`config.mk`:
```
export PLATFORM = sky130hd
export DESIGN_NAME = mem_access_unit
export DESIGN_NICKNAME = d
export VERILOG_FILES = /design/src/rtl/riscv_mem_pkg.sv /design/src/rtl/lsu_align.sv /design/src/rtl/mem_access_unit.sv
export SDC_FILE = /design/constraint.sdc
export NUM_CORES = 1
export LEC_CHECK = 0
export CAP_MARGIN = 40
export CORE_MARGIN = 5
export CORE_UTILIZATION = 50
export CTS_CLUSTER_DIAMETER = 30
export CTS_CLUSTER_SIZE = 28
export DETAILED_ROUTE_END_ITERATION = 6
export GPL_ROUTABILITY_DRIVEN = 0
export PLACE_DENSITY = 0.86
export SLEW_MARGIN = 20
export SYNTH_ARGS = -nofsm -noshare
export SYNTH_HDL_FRONTEND = slang
export SYNTH_SLANG_ARGS = --single-unit
```
`constraint.sdc`:
```
create_clock -name clk -period 9 [get_ports clk]
set_clock_uncertainty 0.05 [all_clocks]
set_input_delay 1.8 -clock clk [delete_from_list [all_inputs] [get_ports clk]]
set_output_delay 1.8 -clock clk [all_outputs]
set_load 0.005 [all_outputs]
```
`src/rtl/riscv_mem_pkg.sv`:
```
// Shared definitions for the MEM-stage load/store unit.
// Contents: RISC-V load/store funct3 codes, error codes on err_o, FSM state type.
package riscv_mem_pkg;

  // Access size/sign (funct3 of LOAD/STORE)
  localparam logic [2:0] F3_B  = 3'b000;
  localparam logic [2:0] F3_H  = 3'b001;
  localparam logic [2:0] F3_W  = 3'b010;
  localparam logic [2:0] F3_BU = 3'b100;
  localparam logic [2:0] F3_HU = 3'b101;

  // err_o encoding
  localparam logic [1:0] ERR_NONE     = 2'b00;
  localparam logic [1:0] ERR_MISALIGN = 2'b01;
  localparam logic [1:0] ERR_TIMEOUT  = 2'b10;
  localparam logic [1:0] ERR_ILLEGAL  = 2'b11;

  typedef enum logic [1:0] {
    IDLE,
    REQ,
    WAIT,
    DONE
  } mem_state_t;

endpackage

```
`src/rtl/lsu_align.sv`:
```
// Combinational lane logic for the load/store unit.
// Ports:
//   mem_rd_i, mem_wr_i, funct3_i, addr_lo_i : live access from EX/MEM (decode + store lanes)
//   store_data_i                            : rs2 value
//   ld_funct3_i, ld_addr_lo_i               : captured load size/offset used for extraction
//   rdata_i                                 : raw bus read word
//   be_o, wdata_o                           : byte enables and lane-replicated store data
//   ld_data_o                               : aligned, sign/zero-extended load result
//   misalign_o, illegal_o                   : access decode faults
module lsu_align
  import riscv_mem_pkg::*;
(
  input  logic        mem_rd_i,
  input  logic        mem_wr_i,
  input  logic [2:0]  funct3_i,
  input  logic [1:0]  addr_lo_i,
  input  logic [31:0] store_data_i,
  input  logic [2:0]  ld_funct3_i,
  input  logic [1:0]  ld_addr_lo_i,
  input  logic [31:0] rdata_i,
  output logic [3:0]  be_o,
  output logic [31:0] wdata_o,
  output logic [31:0] ld_data_o,
  output logic        misalign_o,
  output logic        illegal_o
);

  logic [7:0]  ld_byte;
  logic [15:0] ld_half;

  // Store lanes: size comes from funct3[1:0]; only legal codes ever reach the bus.
  always_comb begin
    be_o    = 4'b1111;
    wdata_o = store_data_i;
    unique case (funct3_i[1:0])
      2'b00: begin
        be_o    = 4'b0001 << addr_lo_i;
        wdata_o = {4{store_data_i[7:0]}};
      end
      2'b01: begin
        be_o    = 4'b0011 << addr_lo_i;
        wdata_o = {2{store_data_i[15:0]}};
      end
      default: begin
        be_o    = 4'b1111;
        wdata_o = store_data_i;
      end
    endcase
  end

  // Load extraction
  always_comb begin
    unique case (ld_addr_lo_i)
      2'd0:    ld_byte = rdata_i[7:0];
      2'd1:    ld_byte = rdata_i[15:8];
      2'd2:    ld_byte = rdata_i[23:16];
      default: ld_byte = rdata_i[31:24];
    endcase
    ld_half = ld_addr_lo_i[1] ? rdata_i[31:16] : rdata_i[15:0];

    unique case (ld_funct3_i)
      F3_B:    ld_data_o = {{24{ld_byte[7]}}, ld_byte};
      F3_BU:   ld_data_o = {24'h0, ld_byte};
      F3_H:    ld_data_o = {{16{ld_half[15]}}, ld_half};
      F3_HU:   ld_data_o = {16'h0, ld_half};
      default: ld_data_o = rdata_i;
    endcase
  end

  // Fault decode; illegal takes priority over misalignment in the FSM.
  always_comb begin
    illegal_o = 1'b0;
    if (mem_rd_i && mem_wr_i) begin
      illegal_o = 1'b1;
    end else if (mem_rd_i) begin
      illegal_o = (funct3_i == 3'b011) || (funct3_i == 3'b110) || (funct3_i == 3'b111);
    end else if (mem_wr_i) begin
      illegal_o = !((funct3_i == F3_B) || (funct3_i == F3_H) || (funct3_i == F3_W));
    end

    misalign_o = ((funct3_i[1:0] == 2'b01) && addr_lo_i[0]) ||
                 ((funct3_i[1:0] == 2'b10) && (addr_lo_i != 2'b00));
  end

endmodule

```
`src/rtl/mem_access_unit.sv`:
```
// MEM-stage load/store unit: runs one req/gnt/rvalid data-bus transaction per
// memory instruction, stalls the pipeline until it completes, and presents the
// aligned load result and error code for exactly one DONE cycle.
// Ports:
//   clk, reset                      : clock, asynchronous active-high reset
//   valid_i, mem_rd_i, mem_wr_i     : live instruction and its load/store kind
//   funct3_i, addr_i, store_data_i  : access size/sign, effective address, rs2
//   dmem_*_o / dmem_*_i             : data-memory bus (registered request side)
//   mem_rd_data_o                   : last captured load result (held)
//   stall_o                         : freeze upstream stages while an access is open
//   err_o                           : error code, meaningful in the DONE cycle only
module mem_access_unit
  import riscv_mem_pkg::*;
#(
  parameter int unsigned TIMEOUT_CYCLES = 255
) (
  input  logic        clk,
  input  logic        reset,
  input  logic        valid_i,
  input  logic        mem_rd_i,
  input  logic        mem_wr_i,
  input  logic [2:0]  funct3_i,
  input  logic [31:0] addr_i,
  input  logic [31:0] store_data_i,
  output logic        dmem_req_o,
  output logic        dmem_we_o,
  output logic [31:0] dmem_addr_o,
  output logic [3:0]  dmem_be_o,
  output logic [31:0] dmem_wdata_o,
  input  logic        dmem_gnt_i,
  input  logic        dmem_rvalid_i,
  input  logic [31:0] dmem_rdata_i,
  output logic [31:0] mem_rd_data_o,
  output logic        stall_o,
  output logic [1:0]  err_o
);

  localparam logic [15:0] TimeoutLim = 16'(TIMEOUT_CYCLES);

  mem_state_t  state_q;
  logic [15:0] cnt_q;
  logic [15:0] cnt_inc;
  logic [2:0]  ld_funct3_q;
  logic [1:0]  ld_addr_lo_q;

  logic        op;
  logic [3:0]  al_be;
  logic [31:0] al_wdata;
  logic [31:0] al_ld_data;
  logic        al_misalign;
  logic        al_illegal;

  assign op      = valid_i & (mem_rd_i | mem_wr_i);
  assign stall_o = op & (state_q != DONE);
  assign cnt_inc = cnt_q + 16'd1;

  lsu_align u_align (
    .mem_rd_i     (mem_rd_i),
    .mem_wr_i     (mem_wr_i),
    .funct3_i     (funct3_i),
    .addr_lo_i    (addr_i[1:0]),
    .store_data_i (store_data_i),
    .ld_funct3_i  (ld_funct3_q),
    .ld_addr_lo_i (ld_addr_lo_q),
    .rdata_i      (dmem_rdata_i),
    .be_o         (al_be),
    .wdata_o      (al_wdata),
    .ld_data_o    (al_ld_data),
    .misalign_o   (al_misalign),
    .illegal_o    (al_illegal)
  );

  always_ff @(posedge clk or posedge reset) begin
    if (reset) begin
      state_q       <= IDLE;
      cnt_q         <= '0;
      dmem_req_o    <= 1'b0;
      dmem_we_o     <= 1'b0;
      dmem_addr_o   <= '0;
      dmem_be_o     <= '0;
      dmem_wdata_o  <= '0;
      mem_rd_data_o <= '0;
      err_o         <= ERR_NONE;
      ld_funct3_q   <= '0;
      ld_addr_lo_q  <= '0;
    end else begin
      unique case (state_q)
        IDLE: begin
          if (op) begin
            if (al_illegal) begin
              err_o   <= ERR_ILLEGAL;
              state_q <= DONE;
            end else if (al_misalign) begin
              err_o   <= ERR_MISALIGN;
              state_q <= DONE;
            end else begin
              dmem_req_o   <= 1'b1;
              dmem_we_o    <= mem_wr_i;
              dmem_addr_o  <= {addr_i[31:2], 2'b00};
              dmem_be_o    <= al_be;
              dmem_wdata_o <= al_wdata;
              ld_funct3_q  <= funct3_i;
              ld_addr_lo_q <= addr_i[1:0];
              cnt_q        <= '0;
              state_q      <= REQ;
            end
          end
        end

        REQ: begin
          // A grant in the expiry cycle still wins; WAIT then times out on >=.
          if (dmem_gnt_i) begin
            dmem_req_o <= 1'b0;
            cnt_q      <= cnt_inc;
            state_q    <= dmem_we_o ? DONE : WAIT;
          end else if (cnt_inc >= TimeoutLim) begin
            dmem_req_o <= 1'b0;
            err_o      <= ERR_TIMEOUT;
            state_q    <= DONE;
          end else begin
            cnt_q <= cnt_inc;
          end
        end

        WAIT: begin
          if (dmem_rvalid_i) begin
            mem_rd_data_o <= al_ld_data;
            state_q       <= DONE;
          end else if (cnt_inc >= TimeoutLim) begin
            err_o   <= ERR_TIMEOUT;
            state_q <= DONE;
          end else begin
            cnt_q <= cnt_inc;
          end
        end

        DONE: begin
          err_o   <= ERR_NONE;
          state_q <= IDLE;
        end

        default: state_q <= IDLE;
      endcase
    end
  end

endmodule

```
After elaboration in Yosys (flattened, before gate mapping)
Cells that the tools add are included.
{ "totals": {"output_inout_bits": 105, "reg_bits": 125, "inputBits": 106, "elab_cells": 101} }
{ "classes": {"n_reduce_logical": 22, "n_bitwise": 5, "add_sub_neg": 1, "shifts": 2, "n_eq_ne": 23, "muxes": 36, "magnitude_cmp": 1} }
{ "ops": {"columns": ["operator", "n"], "rows": [
  ["32-bit case mux with 4 select lines", 1],
  ["16-bit two-way mux", 7],
  ["32-bit case mux with 2 select lines", 1],
  ["16-bit case mux with 3 select lines", 1],
  ["2-bit two-way mux", 12],
  ["8-bit case mux with 3 select lines", 1],
  ["16-bit by 1-bit adder with 16-bit output (second input constant)", 1],
  ["16-bit by 8-bit >= comparator with 1-bit output (second input constant)", 1],
  ["2-bit case mux with 4 select lines", 2],
  ["3-bit == test (second input constant)", 4],
  ["2-bit != test (second input constant)", 6],
  ["5-bit AND reduction", 2],
  ["1-bit two-way mux", 9],
  ["2-bit == test (second input constant)", 4],
  ["4-bit case mux with 2 select lines", 1],
  ["4-bit AND reduction", 2],
  ["2-bit by 1-bit == test with 1-bit output (second input constant)", 3],
  ["3-bit by 1-bit == test with 1-bit output (second input constant)", 2],
  ["3-bit by 2-bit == test with 1-bit output (second input constant)", 2],
  ["2-bit zero test", 3],
  ["3-bit zero test", 2],
  ["3-bit != test (second input constant)", 2],
  ["1-bit logical OR", 5],
  ["2-bit nonzero test", 2],
  ["other kinds (10)", 14]
]} }

Depth between registers and ports, before layout
{ "depth": {"ltp_word": 10, "mapped_depth": 11, "mapped_depth_nobuf": 9} }

Cells and area by module
From an unflattened synthesis, not the netlist that was laid out.
{ "unflattened": {"cells_unflattened": 588, "hier_area_um2": 6767.7} }
{ "modules_own_cells": {"columns": ["mod", "seq_area_each_um2", "cells_per_inst", "instances", "area_each_um2"], "rows": [
  ["mem_access_unit", 3128.0, 414, 1, 5486.5],
  ["lsu_align", 0.0, 174, 1, 1281.2]
]} }

Worst setup path after synthesis
No wires, ideal clock.
{ "synth_path": {"path_type": "input to output", "startpoint": "in mem_wr_i", "endpoint": "out stall_o", "arrival_time_ns": 2.158, "stages": 2, "n_path_buf": 0, "t_required_ns": 7.150, "path_slack_ns": 4.992, "cell_sequence": "o21ai_0 nor2_1"} }
{ "synth_via": {"elab_chain_len": 3} }
{ "synth_lines": {"columns": ["item", "line_no", "text"], "rows": [
  ["from (decl)", "mem_access_unit.sv:21", "input logic mem_wr_i,"],
  ["1-bit bitwise OR", "mem_access_unit.sv:53", "assign op = valid_i & (mem_rd_i | mem_wr_i);"],
  ["1-bit AND", "mem_access_unit.sv:53", null],
  ["1-bit AND", "mem_access_unit.sv:54", "assign stall_o = op & (state_q != DONE);"],
  ["to (decl)", "mem_access_unit.sv:34", "output logic stall_o,"]
]} }
Every way passes these cells.

Worst setup path in the final report
Ends and elaborated chain as after synthesis.

==> parameters.txt <==
Parameter                              Value

Critical path
  Count of buffer and inverter cells on the critical path ... 2
  Max stage delay on crit path ... 490 ps
  Critical path's top delay family ... buffers and inverters
  CP endpoint kind ... output pin
  Crit Path Max Fanout ... 5
  Data required time of the critical path ... just over 7000 ps
  Critical setup path kind ... in -> out
  Cell seen most often among critical-path stages ... clkdlybuf4s50_1
  Cell with the largest stage delay on the worst path ... clkdlybuf4s50_1
  Kind of launch point of the worst setup path ... primary input
  Worst EP arrival ... between 3000 and 4000 ps
  Critical Path, Cell by Cell ... clkdlybuf4s50_1 -> o21ai_0 -> nor2_1 -> clkdlybuf4s50_1

Timing
  Setup violators final ... 0
  Final count of pins violating max slew ... 0
  Period utilization ... 0.578
  Hold Worst Slack ... approximately 430 ps
  Post-layout min period ... ~5200 ps
  Fmax ... 0.192 GHz
  RSZ-0062 raised after global routing ... false
  Worst relative slew slack ... 0.459
  TNS Setup ... 0 ps
  Final Hold Viols ... 0
  Least-Margin Pin Slew ... ~810 ps
  Crit path setup slack, layout ... about 3800 ps

Layout
  Syn-to-layout area delta ... 43.8%
  Post-route cell area ... 9130 sq um
  Number of standard cells in the final layout excluding fillers ... ~1.0k
  Most frequent cells in the layout ... clkdlybuf4s50_1 (208), dfrtp_1 (125), nand2_1 (102), o21ai_0 (73), nor2_1 (51)
  Fraction of final layout cells sized beyond drive strength 1 ... 0.106
  Count of antenna diodes in the layout ... 0
  Leading cell type in the layout, fill and taps excluded ... clkdlybuf4s50_1
  Final core utilization ... 0.729
  Count of nets after finishing ... 976

Clocking
  Number of hold buffers added after CTS ... 0
  Post-cts sizing count ... 0
  Post-CTS setup buffer count ... 0
  Longest Clk Path Bufs ... 2
  Clock buffer count from CTS ... 17
  Cell at the root of the clock tree ... clkbuf_16
  Count of clock tree sinks ... ~130
  H-Tree Depth ... 4
  Clock Latency Late Sink ... 420 ps
  Clock input transition at the sequential cells of the worst setup and hold paths ... about 50 ps
  CTS tree ... built

Synth
  Gate Count Post-Synth ... approximately 670
  Fraction of post-synthesis cell area in the top cell type by area ... 0.493
  Synth async-reset ratio ... 1.00
  Number of synthesized flops with an enable pin ... 0
  Share of the yosys chip area belonging to registers ... 0.493
  Flop and latch count out of synthesis ... roughly 130
  Distinct cell type count after synthesis ... between 50 and 60
  Leading post-synthesis cells by cell area ... dfrtp_1 (49%), mux2_2 (8.0%), nand2_1 (6.1%), o21ai_0 (5.8%), mux2i_1 (4.4%)
  Syn. warnings ... 0
  Library cell with the largest summed area after synthesis ... dfrtp_1
  Cell Area, Synth ... ~6300 sq um
  Mean cell area of the mapped netlist ... approximately 9.5 sq um
  Most used flip-flop cell after synthesis ... dfrtp_1

Flow run
  Max capacitance violation total ... 0

Die
  Number of rows in the core area ... just over 40
  Floorplan Core Area ... 12500 sq um
  IO Count ... roughly 210
  Initial Utilization ... 0.507
  Die boundary width ... roughly 120 um
  Floorplan die height ... 123 um
  Die ar. ... roughly 15000 sq um

Power
  Final total power ... approximately 2.9 mW
  Ratio of total power to cell area ... between 300 and 400 nW/um^2
  Combinational share of power ... 0.441
  Switching pwr ... approximately 0.98 mW
  Proportion of total power due to net switching ... 0.342
  Internal power summed over all cells ... 1.88 mW
  Power share of the clock group ... 0.216
  Maximum vdd drop ... 0.227 mV
  Part of the total power dissipated in sequential elements ... 0.343
  Static power due to leakage ... around 3.9 nW

GRT
  Via count of the first global-routing pass ... slightly above 6k
  Final global-route overflow total ... 0
  Initial antenna violation count ... 0
  Total global-route track usage ... 0.259
  Wire length of the first global-routing pass ... between 30000 and 40000 um
  Pin count of the biggest net entering global routing ... 66

Placed design
  Worst setup timing slack at the placement stage ... around 3800 ps
  Dpl cells ... approximately 1k
  Post-placement cell area ... ~8600 sq um
  Half-perimeter wire length after detailed placement ... 13800 um
  Count of buffers from port buffering ... about 210

Routing
  Total iterations of the first detailed-routing run ... 6
  Via count of the routed design ... a little under 6k
  Number of vias per cell after detailed routing ... between 5 and 6
  Final wirelength ... 18900 um
  Violation count after the first detailed-routing iteration ... ~480
  Drc violations ... 0
  Routed wirelength normalized by instance count ... between 15 and 20 um
  Residual antenna-violating net count after detailed routing ... 0

Outcome
  Result of the run ... completed

Min path
  Type of the worst min-delay path ... reg -> reg
worst reg2reg max path, stage by stage, from the launching register on:
cell and delay (ps):
dfrtp_1 430, ha_1 280, and4_1 480, nand4b_4 170, or3_1 390, a32oi_2 310
and2_1 240, o31ai_2 130, buf_4 210, a31o_1 190, a22o_1 220
path summary, 6_finish.rpt:
check / start / endpoint / slack (ps) / depth (start not counted)
max: mem_wr_i / stall_o / 3800 / 4
min: mem_rd_data_o[2] / mem_rd_data_o[2] / 430 / 2
max reg2reg: cnt_q[0] / cnt_q[5] / 5790 / 10
min reg2reg: mem_rd_data_o[2] / mem_rd_data_o[2] / 430 / 2
max in group asynchronous: reset / dmem_addr_o[23] / 5960 / 4
min in group asynchronous: reset / mem_rd_data_o[13] / 1720 / 2
logic make-up (layout without fill, tap and decap cells):
kind of cell | after synthesis | count (layout) | synth area share
DFF | 125 | 125 | 0.493
xor gates and xnor gates | 3 | 3 | 0.00414
other | 1 | 2 | 0.000591
adders and majority gates | 8 | 8 | 0.0158
buffers and inverters | 65 | 272 | 0.0412
muxes | 73 | 73 | 0.124
AOI/OAI and AO/OA | 173 | 173 | 0.164
and+or+nand+nor | 219 | 219 | 0.157
power by group through the flow:
| stage | clock, mW | combinational [mW] | sequential (mW) |
|---|---|---|---|
| final | 0.618 | 1.26 | 0.980 |
| after global routing | 0.655 | 1.38 | 1.01 |
| after CTS | 0.627 | 1.26 | 0.978 |
| after detailed placement | 0 | 1.25 | 0.979 |
| after global placement | 0 | 1.20 | 0.963 |
| after floorplan | 0 | 0.571 | 0.959 |
layer usage:
metal / vias to the layer above / wire length [um] / track usage
met1: 2860 / 7090 / 0.303
met2: 314 / 9380 / 0.430
met3: 46 / 1980 / 0.0963
li1: 2730 / - / -
met4: 0 / 473 / 0.108
met5: - / 0 / 0
Yosys cell counts, drive strengths merged, types with 2 or more instances:
master / number
and2: 4
clkbuf: 34
and4: 2
mux2i: 28
o22a: 4
o221ai: 4
xnor2: 2
a211oi: 2
o22ai: 3
nand4: 3
o311ai: 3
dfrtp: 125
nand2b: 4
a22o: 2
buf: 9
a21oi: 43
nor2: 51
a31oi: 4
a32oi: 2
o21a: 2
o211ai: 4
nand2: 104
nor3: 9
o41ai: 2
a221oi: 7
mux2: 45
a22oi: 3
o21ai: 78
and3: 6
inv: 22
nor2b: 6
o31ai: 5
ha: 8
nand3: 22
layout make-up:
class	instances	area (sq um)
well taps	172	215
clock inverters	6	35.0
flip-flops and latches	125	3130
inverters	22	85.1
clock buffers	26	499
repair buffers	218	2200
fillers	895	3390
multi-input cells	478	2970
state kept, by name, summed over array words and instances, names as in the netlist, 2 cells and up:
register,cells
mem_rd_data_o,32
dmem_be_o,4
ld_funct3_q,3
state_q,2
dmem_wdata_o,32
cnt_q,16
err_o,2
ld_addr_lo_q,2
dmem_addr_o,30
(Power assumes the default switching activity.)
